<file path="config.mk">
export PLATFORM = sky130hd
export DESIGN_NAME = instr_sequencer_flat
export DESIGN_NICKNAME = d
export VERILOG_FILES = /design/src/rtl/instrdec_pkg.sv /design/src/rtl/instr_sequencer_if.sv /design/src/rtl/instr_sequencer.sv /design/src/flat_wrapper.sv
export SDC_FILE = /design/constraint.sdc
export NUM_CORES = 1
export LEC_CHECK = 0
export CAP_MARGIN = 20
export CORE_MARGIN = 8
export CORE_UTILIZATION = 30
export CTS_BUF_LIST = sky130_fd_sc_hd__clkbuf_4
export CTS_CLUSTER_SIZE = 20
export DETAILED_ROUTE_END_ITERATION = 16
export PLACE_DENSITY = 0.61
export RECOVER_POWER = 25
export SLEW_MARGIN = 20
export SYNTH_ARGS = -nofsm -noshare
export SYNTH_HDL_FRONTEND = slang
export SYNTH_SLANG_ARGS = --single-unit
</file>
<file path="constraint.sdc">
create_clock -name clk -period 2.37 [get_ports clk]
set_input_delay 0.5925 -clock clk [delete_from_list [all_inputs] [get_ports clk]]
set_output_delay 0.5925 -clock clk [all_outputs]
set_load 0.005 [all_outputs]
</file>
<file path="src/rtl/instrdec_pkg.sv">
// instrdec_pkg: sequencer state encoding and decoder opcode constants shared by sequencer, decoder and bench
package instrdec_pkg;
    typedef enum logic [1:0] {IDLE, FETCH, DECODE, EXEC} state_t;
    localparam logic [3:0] OPR_NOP = 4'b0000;
    localparam logic [3:0] OPR_ADD = 4'b1000;
    localparam logic [3:0] OPR_SUB = 4'b1001;
    localparam logic [3:0] OPR_LD  = 4'b1010;
    localparam logic [3:0] OPR_ACC = 4'b1111;
endpackage

</file>
<file path="src/rtl/instr_sequencer_if.sv">
// instr_sequencer_if: instruction-memory req/ack fetch bus between sequencer (master) and memory (slave)
interface instr_sequencer_if #(parameter int PC_W = 8);
    logic            imem_req;
    logic [PC_W-1:0] imem_addr;
    logic            imem_ack;
    logic [7:0]      imem_data;
    modport master (output imem_req, imem_addr, input imem_ack, imem_data);
    modport slave  (input imem_req, imem_addr, output imem_ack, imem_data);
endinterface

</file>
<file path="src/rtl/instr_sequencer.sv">
// instr_sequencer: fetch/decode/execute controller for the 4-bit decoder; fetch timeout enabled by SEQ_TIMEOUT_EN
module instr_sequencer
    import instrdec_pkg::*;
#(
    parameter int PC_W    = 8,
    parameter int CNT_W   = 16,
    parameter int TMO_CYC = 15
) (
    input  logic              clk,
    input  logic              reset,
    input  logic              start,
    input  logic              step,
    input  logic              halt,
    instr_sequencer_if.master imem,
    output logic [3:0]        opr,
    output logic [3:0]        opa,
    output logic              exec_en,
    input  logic              exec_stall,
    output logic              busy,
    output logic [CNT_W-1:0]  instr_cnt,
    output logic              err
);
    state_t           state_q;
    logic [PC_W-1:0]  pc_q;
    logic [3:0]       opr_q, opa_q;
    logic             req_q, exen_q, hp_q;
    logic [CNT_W-1:0] cnt_q, cnt_d;
    logic             tmo_hit, start_ok, stop;
    assign cnt_d = &cnt_q ? cnt_q : cnt_q + 1'b1;
    assign stop  = hp_q | halt | step;
`ifdef SEQ_TIMEOUT_EN
    logic [3:0] tmo_q;
    logic       err_q;
    assign tmo_hit  = tmo_q == 4'(TMO_CYC - 1);
    assign start_ok = start & ~err_q;
    assign err      = err_q;
    // count consecutive unacknowledged FETCH cycles; err stays set until reset
    always_ff @(posedge clk or posedge reset) begin
        if (reset) begin
            tmo_q <= '0;
            err_q <= 1'b0;
        end else begin
            tmo_q <= (state_q == FETCH && !imem.imem_ack && !tmo_hit) ? tmo_q + 4'd1 : '0;
            if (state_q == FETCH && !imem.imem_ack && tmo_hit) err_q <= 1'b1;
        end
    end
`else
    assign tmo_hit  = TMO_CYC < 0;
    assign start_ok = start;
    assign err      = 1'b0;
`endif
    // sequencing FSM; fetch request and commit strobe are registered alongside the state
    always_ff @(posedge clk or posedge reset) begin
        if (reset) begin
            state_q <= IDLE;
            pc_q    <= '0;
            opr_q   <= OPR_NOP;
            opa_q   <= '0;
            req_q   <= 1'b0;
            exen_q  <= 1'b0;
            hp_q    <= 1'b0;
            cnt_q   <= '0;
        end else begin
            case (state_q)
                IDLE: if (start_ok && !halt) begin
                    state_q <= FETCH;
                    req_q   <= 1'b1;
                end
                FETCH: if (imem.imem_ack) begin
                    opr_q   <= imem.imem_data[7:4];
                    opa_q   <= imem.imem_data[3:0];
                    pc_q    <= pc_q + 1'b1;
                    hp_q    <= halt;
                    req_q   <= 1'b0;
                    state_q <= DECODE;
                end else if (halt || tmo_hit) begin
                    req_q   <= 1'b0;
                    state_q <= IDLE;
                end
                DECODE: begin
                    hp_q    <= hp_q | halt;
                    exen_q  <= 1'b1;
                    state_q <= EXEC;
                end
                EXEC: if (exec_stall) begin
                    hp_q <= hp_q | halt;
                end else begin
                    cnt_q   <= cnt_d;
                    exen_q  <= 1'b0;
                    hp_q    <= 1'b0;
                    req_q   <= !stop;
                    state_q <= stop ? IDLE : FETCH;
                end
            endcase
        end
    end
    assign imem.imem_req  = req_q;
    assign imem.imem_addr = pc_q;
    assign opr            = opr_q;
    assign opa            = opa_q;
    assign exec_en        = exen_q;
    assign busy           = state_q != IDLE;
    assign instr_cnt      = cnt_q;
endmodule

</file>
<file path="src/flat_wrapper.sv">
// flat-port wrapper written by rule: the top's interface ports become plain ports
module instr_sequencer_flat import instrdec_pkg::*;
#(
    parameter int PC_W    = 8,
    parameter int CNT_W   = 16,
    parameter int TMO_CYC = 15
)
  (clk, reset, start, step, halt, opr, opa, exec_en, exec_stall, busy, instr_cnt, err, imem_imem_req, imem_imem_addr, imem_imem_ack, imem_imem_data);
  instr_sequencer_if #(.PC_W(PC_W)) imem_i ();
  input  logic clk;
  input  logic reset;
  input  logic start;
  input  logic step;
  input  logic halt;
  output logic [3:0] opr;
  output logic [3:0] opa;
  output logic exec_en;
  input  logic exec_stall;
  output logic busy;
  output logic [CNT_W-1:0] instr_cnt;
  output logic err;
  output wire logic [$bits(imem_i.imem_req)-1:0] imem_imem_req;
  output wire logic [$bits(imem_i.imem_addr)-1:0] imem_imem_addr;
  input wire logic [$bits(imem_i.imem_ack)-1:0] imem_imem_ack;
  input wire logic [$bits(imem_i.imem_data)-1:0] imem_imem_data;
  assign imem_imem_req = imem_i.imem_req;
  assign imem_imem_addr = imem_i.imem_addr;
  assign imem_i.imem_ack = imem_imem_ack;
  assign imem_i.imem_data = imem_imem_data;
  instr_sequencer #(.PC_W(PC_W), .CNT_W(CNT_W), .TMO_CYC(TMO_CYC)) u_core (.clk(clk), .reset(reset), .start(start), .step(step), .halt(halt), .imem(imem_i), .opr(opr), .opa(opa), .exec_en(exec_en), .exec_stall(exec_stall), .busy(busy), .instr_cnt(instr_cnt), .err(err));
endmodule
</file>
==> impl_results.md, run 1 <==
- Outcome: complete, no violations
- Vias in the first global route: 1405
- Maximum fanout along the worst path: 11
- NetSw: 739 µW
- DRT antenna net count: 0
- Die span in x: 92.7 µm
- DR pass1 iterations: 4
- Clk buf depth: 2
- Yosys cell types: 42
- Mean area per synthesized cell: 10.3 µm²
- Reg2reg setup slack: about 590 ps
- Routed wl met3: approximately 220 µm
- Max-Cap Viols: 0
- Synthesized flop and latch total: 37
- Slew HR: between 30 and 40%
- Startpoint types: flip-flop
- Post-synth top flop: dfrtp_1
- WHS Endpoint: u_core.imem.imem_addr[7]
- Area after DPL: between 2000 and 2500 µm²
- I/O Buffers: 49
- FP Rows: 28
- Clock sink count: 37
- Hold Path Stages: 1
- Post-Route WL: ~4.1 mm
- Worst Path Buf+Inv: 1
- Asr flop ratio synth: 100%
- Setup CP Type: reg2out
- Drt drc: 0
- Final Cell Area: 2410 µm²
- WP data required: around 1800 ps
- Syn nets: 188
- Final GP Congestion: 0.803
- Share of power burned in registers: a little under half
- Sw Ratio: between 30% and 40%
- Placed cell count: 294
- Leak Pwr: around 1.1 nW
- Max Fclk: ~0.44 GHz
- Worst EP arrival: between 1500 and 2000 ps
- DR iter-0 viols: 55
- Cts bufs inserted: 5
- H-tree depth: 2
- Worst path max stage delay: roughly 500 ps
- Mapped Area: 1770 µm²
- Area grow syn2layout: 36.2%
- Pint: about 1.4 mW
- Hold Crit Class: reg2reg
- Highest routed layer: met4
- CTS resizes: 0
- Finished Layout Cells: slightly above 300
- Setup Buffers After CTS: 0
- Hold Vio Cnt, Final: 0
- Logic gate share of total power: between 30% and 40%
- Crit Reg-Reg Startpoint: u_core.instr_cnt[0]
- Vias: about 1.4k
- CTS tree: built
- Final Critical Period: between 2000 and 2500 ps
- Worst IR drop on VDD: approximately 0.34 mV
- Unrepaired setup endpoints after global routing: no
- Worst skew pair latency: roughly 340 ps
- Clock slew at reported path FFs: between 100 and 150 ps
- Post-synth EDFFs: 0
- Largest net degree at the start of global routing: 38
- Cells on worst reg2reg path: 5
- # diodes: 0
- Post-synthesis sequential area ratio: a little over half
- Met2 routed WL: 1.98 mm
- Post-route setup TNS: 0 ps
- Crit path cell chain: or2_2 > clkdlybuf4s50_1
- Die area: approximately 8600 µm²
- First-pass GRT wire length: approximately 7.0 mm
- HPWL Detailed: 3.11 mm
- Clock share of power: between 10% and 20%
- Wire per inst: approximately 14 µm
- Cell Pwr Density: approximately 900 nW/µm²
- Setup violations, final: 0
- Initial antenna violation count: 0
- Worst flop-to-flop path endpoint: u_core.instr_cnt[1]
- Final worst path period share: between 90 and 100%
- Slew @ Worst Pin: between 900 and 1000 ps
- Clock Tree Root: clkbuf_4
- Post-DR vias/cell: between 4 and 5
- Max Slew Vio Count: 0
- Ports: between 50 and 60
- Nets@finish: about 240
- Slowest library cell on the worst path: dfrtp_1
- Met1 wire length: around 1.9 mm
- CORE AREA: approximately 5800 µm²
- Hold buffer count at cts: 0
- Yosys warnings: 0
- CP Capture Type: primary output
- Dominant delay contributor by cell family on the critical path: flip-flops
- Overall routing resource usage: approximately a tenth
- Starting density of the core: between 30% and 40%
- Startpoint of the worst hold path: u_core.imem.imem_addr[7]
- Syn Inst Count: 171
- Clock skew: 13.2 ps
- Layout cells sized above 1: just over 10%
- Die Ht: about 93 µm
- Gr ovfl total: 0
power by group through the flow:
stage / clock network, mW / registers, mW / logic (mW)
6_report: 0.330 / 1.03 / 0.813
4_1_cts: 0.351 / 1.03 / 0.838
3_3_place_gp: 0 / 1.04 / 0.825
3_5_place_dp: 0 / 1.04 / 0.830
5_1_grt: 0.377 / 1.07 / 0.903
2_1_floorplan: 0 / 1.01 / 0.380
worst register-to-register path: stages (launching register included):
cell and delay, ps:
dfrtp_1 500, ha_1 300, nand3_1 130, nor2_1 320, a21boi_2 140, mux2_2 290
routing by layer:
metal / vias to the layer above / track usage (%)
met5: - / 0
met4: 0 / 4.03
met3: 6 / 3.16
met2: 27 / 15.9
met1: 672 / 12.9
li1: 707 / -
registers in the layout (all words and copies together) (netlist names), named ones only:
name,count
u_core.instr_cnt,16
u_core.hp_q,1
u_core.imem.imem_addr,8
u_core.imem.imem_req,1
u_core.opa,4
u_core.exec_en,1
u_core.opr,4
u_core.state_q,1
per-stage QoR:
stage	utilization (%)	power, mW	hold WS (ps)	setup WS (ps)
finish	41.4	2.17	482	121
detailed placement	40.5	1.87	466	193
global route	41.4	2.35	506	46.4
CTS	41.4	2.22	483	97.6
floorplan	-	1.39	459	765
global placement	40.5	1.86	458	230
cells in the mapped netlist, types with 2 or more instances:
library cell / instances / area, µm²
buf_4: 2 / 15.0
dfrtp_1: 37 / 926
o21a_1: 2 / 15.0
nor3b_1: 2 / 15.0
xor2_1: 10 / 87.6
nand2_1: 36 / 135
nand4_1: 8 / 50.1
o21ai_0: 3 / 15.0
xnor2_1: 8 / 70.1
nand3b_1: 2 / 15.0
and3b_1: 2 / 17.5
a21oi_1: 7 / 35.0
inv_1: 5 / 18.8
nor2b_1: 2 / 12.5
nor3_1: 4 / 20.0
clkbuf_1: 2 / 7.51
nor2_1: 6 / 22.5
ha_1: 2 / 25.0
a211oi_1: 2 / 15.0
nand3_1: 6 / 30.0
or2_2: 2 / 12.5
cell type report:
class / count / area, µm²
Clock buffer: 6 / 45.0
Clock inverter: 2 / 10.0
Fill cell: 617 / 3410
Inverter: 5 / 18.8
Multi-Input combinational cell: 124 / 795
Sequential cell: 37 / 926
Tap cell: 75 / 93.8
Timing Repair Buffer: 53 / 518
worst max-delay path by stage:
| stage | slack (ps) | end | startpoint | depth (start not counted) |
|---|---|---|---|---|
| floorplan | 770 | u_core.instr_cnt[1] | exec_stall | 4 |
| finish | 120 | busy | u_core.state_q[0] | 2 |
| detailed placement | 190 | u_core.instr_cnt[15] | exec_stall | 5 |
| global route | 50 | busy | u_core.state_q[0] | 2 |
| global placement | 230 | u_core.instr_cnt[15] | exec_stall | 5 |
| CTS | 100 | busy | u_core.state_q[0] | 2 |
kinds of logic (layout without fill, tap and decap cells):
| kind of cell | count (synthesis) | after routing | synth area share [%] |
|---|---|---|---|
| multiplexers | 2 | 2 | 1.27 |
| AND/OR/NAND/NOR | 81 | 81 | 25.7 |
| other | 1 | 1 | 0.212 |
| flip-flops | 37 | 37 | 52.4 |
| XOR/XNOR | 18 | 18 | 8.92 |
| AO/OA/AOI/OAI | 20 | 20 | 7.44 |
| adder cells (fa/ha/maj) | 2 | 2 | 1.42 |
| buffers and inverters | 10 | 66 | 2.62 |
cells in the final DEF (no fill, tap or decap), types with 2 or more instances in the layout:
master	n
a211oi_1	2
o21a_1	2
clkinv_2	2
and3b_1	2
nor3b_1	2
dfrtp_1	37
nor3_1	4
or2_2	2
o21ai_0	3
ha_1	2
xor2_1	10
nand3b_1	2
nand2_1	36
a21oi_1	7
nand3_1	6
buf_4	3
nor2b_1	2
xnor2_1	8
nor2_1	6
clkdlybuf4s50_1	48
clkbuf_4	6
inv_1	5
nand4_1	8
Note: power is estimated with default switching activity, not from simulation.
==> inputs of run 2 (changes only) <==
--- a/config.mk
+++ b/config.mk
@@ -6,6 +6,7 @@
 export NUM_CORES = 1
 export LEC_CHECK = 0
 export CAP_MARGIN = 20
+export CORE_ASPECT_RATIO = 0.9
 export CORE_MARGIN = 8
 export CORE_UTILIZATION = 30
 export CTS_BUF_LIST = sky130_fd_sc_hd__clkbuf_4
==> impl_results.md, run 2 (same netlist as run 1, synthesis figures left out) <==
- Cts bufs inserted: 5
- Clock slew at reported path FFs: around 110 ps
- Final WS setup: ~130 ps
- Post-route setup TNS: 0 ps
- CTS resizes: 0
- Crit path cell chain: or2_2 > clkdlybuf4s50_1
- Cell Pwr Density: slightly above 900 nW/µm²
- Final Critical Period: about 2200 ps
- Die span in x: slightly below 100 µm
- Most common cell after layout, fill and taps aside: clkdlybuf4s50_1
- Post-DR vias/cell: around 4.7
- Drt drc: 0
- DR iter-0 viols: 70
- Clock Tree Root: clkbuf_4
- WHS Endpoint: u_core.imem.imem_addr[7]
- Vias in the first global route: around 1.4k
- Max Slew Vio Count: 0
- Starting density of the core: between 30% and 40%
- Initial antenna violation count: 0
- I/O Buffers: 49
- Reg area: between 900 and 1000 µm²
- Worst EP arrival: around 1600 ps
- Final Cell Area: roughly 2400 µm²
- First-pass GRT wire length: between 6 and 7 mm
- Die area: ~8600 µm²
- Area of the multi-input gates: just under 800 µm²
- Crit Reg-Reg Startpoint: u_core.instr_cnt[0]
- # diodes: 0
- Hold Path Stages: 1
- HPWL Detailed: 3.11 mm
- Unrepaired setup endpoints after global routing: no
- Pre-CTS setup slack: roughly 170 ps
- Final worst path period share: between 90% and 100%
- Setup violations, final: 0
- Slew @ Worst Pin: 910 ps
- Max Fclk: around 0.45 GHz
- Area after DPL: approximately 2300 µm²
- CP Capture Type: primary output
- Hold buffer count at cts: 0
- Placed cell count: 288
- DRT antenna net count: 0
- Die Ht: between 80 and 90 µm
- DR pass1 iterations: 4
- Startpoint types: flip-flop
- FP Rows: 26
- Worst flop-to-flop path endpoint: u_core.instr_cnt[1]
- CTS tree: built
- Cells on worst reg2reg path: 5
- Slowest library cell on the worst path: dfrtp_1
- Vias: approximately 1.4k
- Nets@finish: around 240
- Slew HR: slightly below 40%
- Tot Pwr: 2.16 mW
- Maximum fanout along the worst path: 11
- Wire per inst: about 14 µm
- Largest register FFs: 16
- Hold Vio Cnt, Final: 0
- Overall routing resource usage: 9.76%
- Post-Route WL: about 4.2 mm
- WP data required: 1780 ps
- Setup CP Type: reg2out
- Worst skew pair latency: roughly 330 ps
- Most frequent cells in the layout: 48 x clkdlybuf4s50_1, 37 x dfrtp_1, 36 x nand2_1
- Setup Buffers After CTS: 0
- Clk buf depth: 2
- Worst path max stage delay: approximately 500 ps
- Outcome: complete, no violations
- Final GP Congestion: just under 0.8
- Leak Pwr: around 1.1 nW
- Worst IR drop on VDD: about 0.41 mV
- Area grow syn2layout: 35.1%
- Final Util: a little over two fifths
- CORE AREA: roughly 5700 µm²
- Hold Crit Class: reg2reg
- Clock sink count: 37
- Fillcell total: 547
- Clock skew: between 1 and 1.5 ps
- Layout cells sized above 1: under 10%
- Finished Layout Cells: 295
- Gr ovfl total: 0
- Max-Cap Viols: 0
- Ports: between 50 and 60
- Largest net degree at the start of global routing: 38
- Reg2reg setup slack: between 500 and 600 ps
- Startpoint of the worst hold path: u_core.imem.imem_addr[7]
- Fin Hold WS: a little under 500 ps
- H-tree depth: 2
==> run 2: report_power, final <==
group / internal [mW] / switching [mW]
logic: 0.487 / 0.317
clock network: 0.119 / 0.200
registers: 0.817 / 0.222
total: 1.42 / 0.739
==> run 2: cell type report <==
class / instances / area share [%]
multi-input cells: 124 / 33.3
well taps: 70 / 3.67
flip-flops and latches: 37 / 38.8
repair buffers: 52 / 21.4
inverters: 5 / 0.787
clock inverters: 1 / 0.157
clock buffers: 6 / 1.89
==> run 2: worst max-delay path, delay by kind of cell, from the launching register on <==
| kind | cells | cell delay (ps) |
|---|---|---|
| buf+inv | 1 | 470 |
| flops | 1 | 500 |
| simple gates | 1 | 350 |
==> run 2: worst max-delay path by stage <==
| stage | from | end | cells after the start |
|---|---|---|---|
| 2_1_floorplan | exec_stall | u_core.instr_cnt[1] | 4 |
| 3_3_place_gp | exec_stall | u_core.instr_cnt[1] | 4 |
| 3_5_place_dp | exec_stall | u_core.instr_cnt[1] | 4 |
| 4_1_cts | u_core.state_q[0] | busy | 2 |
| 5_1_grt | u_core.state_q[0] | busy | 2 |
| 6_report | u_core.state_q[0] | busy | 2 |
==> run 2: routing by layer <==
layer	vias to the layer above	share of wire, %	track usage, %
met5	-	0	0
met4	0	1.4	4.32
met3	5	5.3	3.04
met2	30	47	16.4
met1	654	46	11.3
li1	694	-	-
==> inputs of run 3 (changes only) <==
--- a/config.mk
+++ b/config.mk
@@ -12,6 +12,7 @@
 export CTS_BUF_LIST = sky130_fd_sc_hd__clkbuf_4
 export CTS_CLUSTER_SIZE = 20
 export DETAILED_ROUTE_END_ITERATION = 16
+export GPL_TIMING_DRIVEN = 0
 export PLACE_DENSITY = 0.61
 export RECOVER_POWER = 25
 export SLEW_MARGIN = 20
==> impl_results.md, run 3 (same netlist as run 1, synthesis figures left out) <==
- Outcome: complete, no violations
- Placed cell count: 291
- Vias in the first global route: 1435
- CORE AREA: around 5700 µm²
- Crit Reg-Reg Startpoint: u_core.instr_cnt[0]
- Die area: around 8600 µm²
- Final worst path period share: 94.6%
- Setup CP Type: reg2out
- Max Slew Vio Count: 0
- Reg2reg setup slack: roughly 560 ps
- Starting density of the core: a little under a third
- Slew @ Worst Pin: around 700 ps
- Clock Tree Root: clkbuf_4
- Pint: between 1 and 1.5 mW
- Most common cell after layout, fill and taps aside: clkdlybuf4s50_1
- Hold Path Stages: 1
- Cells on worst reg2reg path: 5
- Fin Hold WS: between 400 and 500 ps
- First-pass GRT wire length: 6.88 mm
- FP Rows: 26
- Clk buf depth: 2
- CTS resizes: 0
- Clock sink count: 37
- Worst IR drop on VDD: between 0.2 and 0.3 mV
- Sw Ratio: between 30% and 40%
- Area grow syn2layout: 35.8%
- Startpoint types: flip-flop
- Die Ht: slightly below 90 µm
- WP data required: between 1500 and 2000 ps
- Worst flop-to-flop path endpoint: u_core.instr_cnt[12]
- Initial antenna violation count: 0
- Pre-CTS setup slack: around 150 ps
- Vias: 1424
- HPWL Detailed: 3.12 mm
- DRT antenna net count: 0
- Cell Pwr Density: approximately 900 nW/µm²
- Wire per inst: between 10 and 15 µm
- Post-DR vias/cell: 4.78
- DR pass1 iterations: 4
- Max-Cap Viols: 0
- NetSw: around 730 µW
- Logic gate share of total power: 38.5%
- Clock skew: about 11 ps
- Die span in x: between 90 and 100 µm
- Hold Vio Cnt, Final: 0
- Largest register FFs: 16
- Largest net degree at the start of global routing: 20
- DR iter-0 viols: 39
- Share of power burned in registers: between 40% and 50%
- Post-route setup TNS: 0 ps
- Unrepaired setup endpoints after global routing: no
- Maximum fanout along the worst path: 10
- Hold buffer count at cts: 0
- Setup violations, final: 0
- WHS Endpoint: u_core.imem.imem_addr[7]
- Layout cells sized above 1: 9.21%
- Max Fclk: 0.446 GHz
- Final Critical Period: roughly 2200 ps
- Slew HR: around 52%
- Setup Buffers After CTS: 0
- Cts bufs inserted: 5
- Ports: 51
- # diodes: 0
- Startpoint of the worst hold path: u_core.imem.imem_addr[7]
- Final GP Congestion: ~0.8
- Most frequent cells in the layout: 48 x clkdlybuf4s50_1, 37 x dfrtp_1, 36 x nand2_1
- I/O Buffers: 49
- Post-Route WL: between 4 and 5 mm
- H-tree depth: 2
- Leak Pwr: roughly 1.1 nW
- Finished Layout Cells: 298
- CTS tree: built
- Fillcell total: 559
- Tot Pwr: approximately 2.2 mW
- Clock slew at reported path FFs: between 100 and 150 ps
- Drt drc: 0
- Clock share of power: roughly 14%
- Nets@finish: between 200 and 250
- Worst EP arrival: between 1500 and 2000 ps
- Overall routing resource usage: under 10%
- CP Capture Type: primary output
- Hold Crit Class: reg2reg
- Worst skew pair latency: ~330 ps
- Gr ovfl total: 0
- Final WS setup: 127 ps
run 3: layer usage:
layer / up-vias / GRT usage, % / wire [µm] / share of wire [%]
li1: 709 / - / - / -
met1: 684 / 11.9 / 1880 / 46
met2: 29 / 16.0 / 1980 / 49
met3: 2 / 2.26 / 173 / 4.3
met4: 0 / 5.16 / 35 / 0.86
met5: - / 0 / 0 / 0
run 3: area by class of cell:
cell class                 instances  area (µm²)  area share, %
buffer                             5        27.5           1.15
clock buffer                       6        45.0           1.88
clock inverter                     1        3.75          0.156
inverter                           5        18.8          0.782
multi-input combinational        124         795           33.1
sequential                        37         926           38.6
tap                               70        87.6           3.65
timing repair buffer              50         495           20.7
run 3: how the worst max path moves through the flow:
| stage | slack (ps) | endpoint | cells after the start | from |
|---|---|---|---|---|
| after floorplan | 770 | u_core.instr_cnt[1] | 4 | exec_stall |
| final | 130 | busy | 3 | u_core.state_q[0] |
| after global routing | 50 | busy | 3 | u_core.state_q[0] |
| after CTS | 90 | busy | 3 | u_core.state_q[0] |
| after detailed placement | 150 | u_core.instr_cnt[12] | 5 | exec_stall |
| after global placement | 40 | u_core.opr[0] | 2 | reset |
run 3: power by group through the flow:
stage	logic [mW]	clock network, mW	registers [mW]
3_3_place_gp	0.841	0	1.03
6_report	0.832	0.313	1.01
5_1_grt	0.931	0.352	1.05
3_5_place_dp	0.852	0	1.03
2_1_floorplan	0.380	0	1.01
4_1_cts	0.855	0.336	1.02
run 3: through the flow:
stage               utilization [%]  cell area, µm²
finish                         42.1            2400
global route                   42.1            2400
CTS                            42.5            2420
detailed placement             41.7            2370
global placement               41.2            2340
floorplan                         -            1770
run 3: critical path: stages, from the launching register on:
cell and delay [ps]:
dfrtp_1 380, buf_4 160, or2_2 310, clkdlybuf4s50_1 470
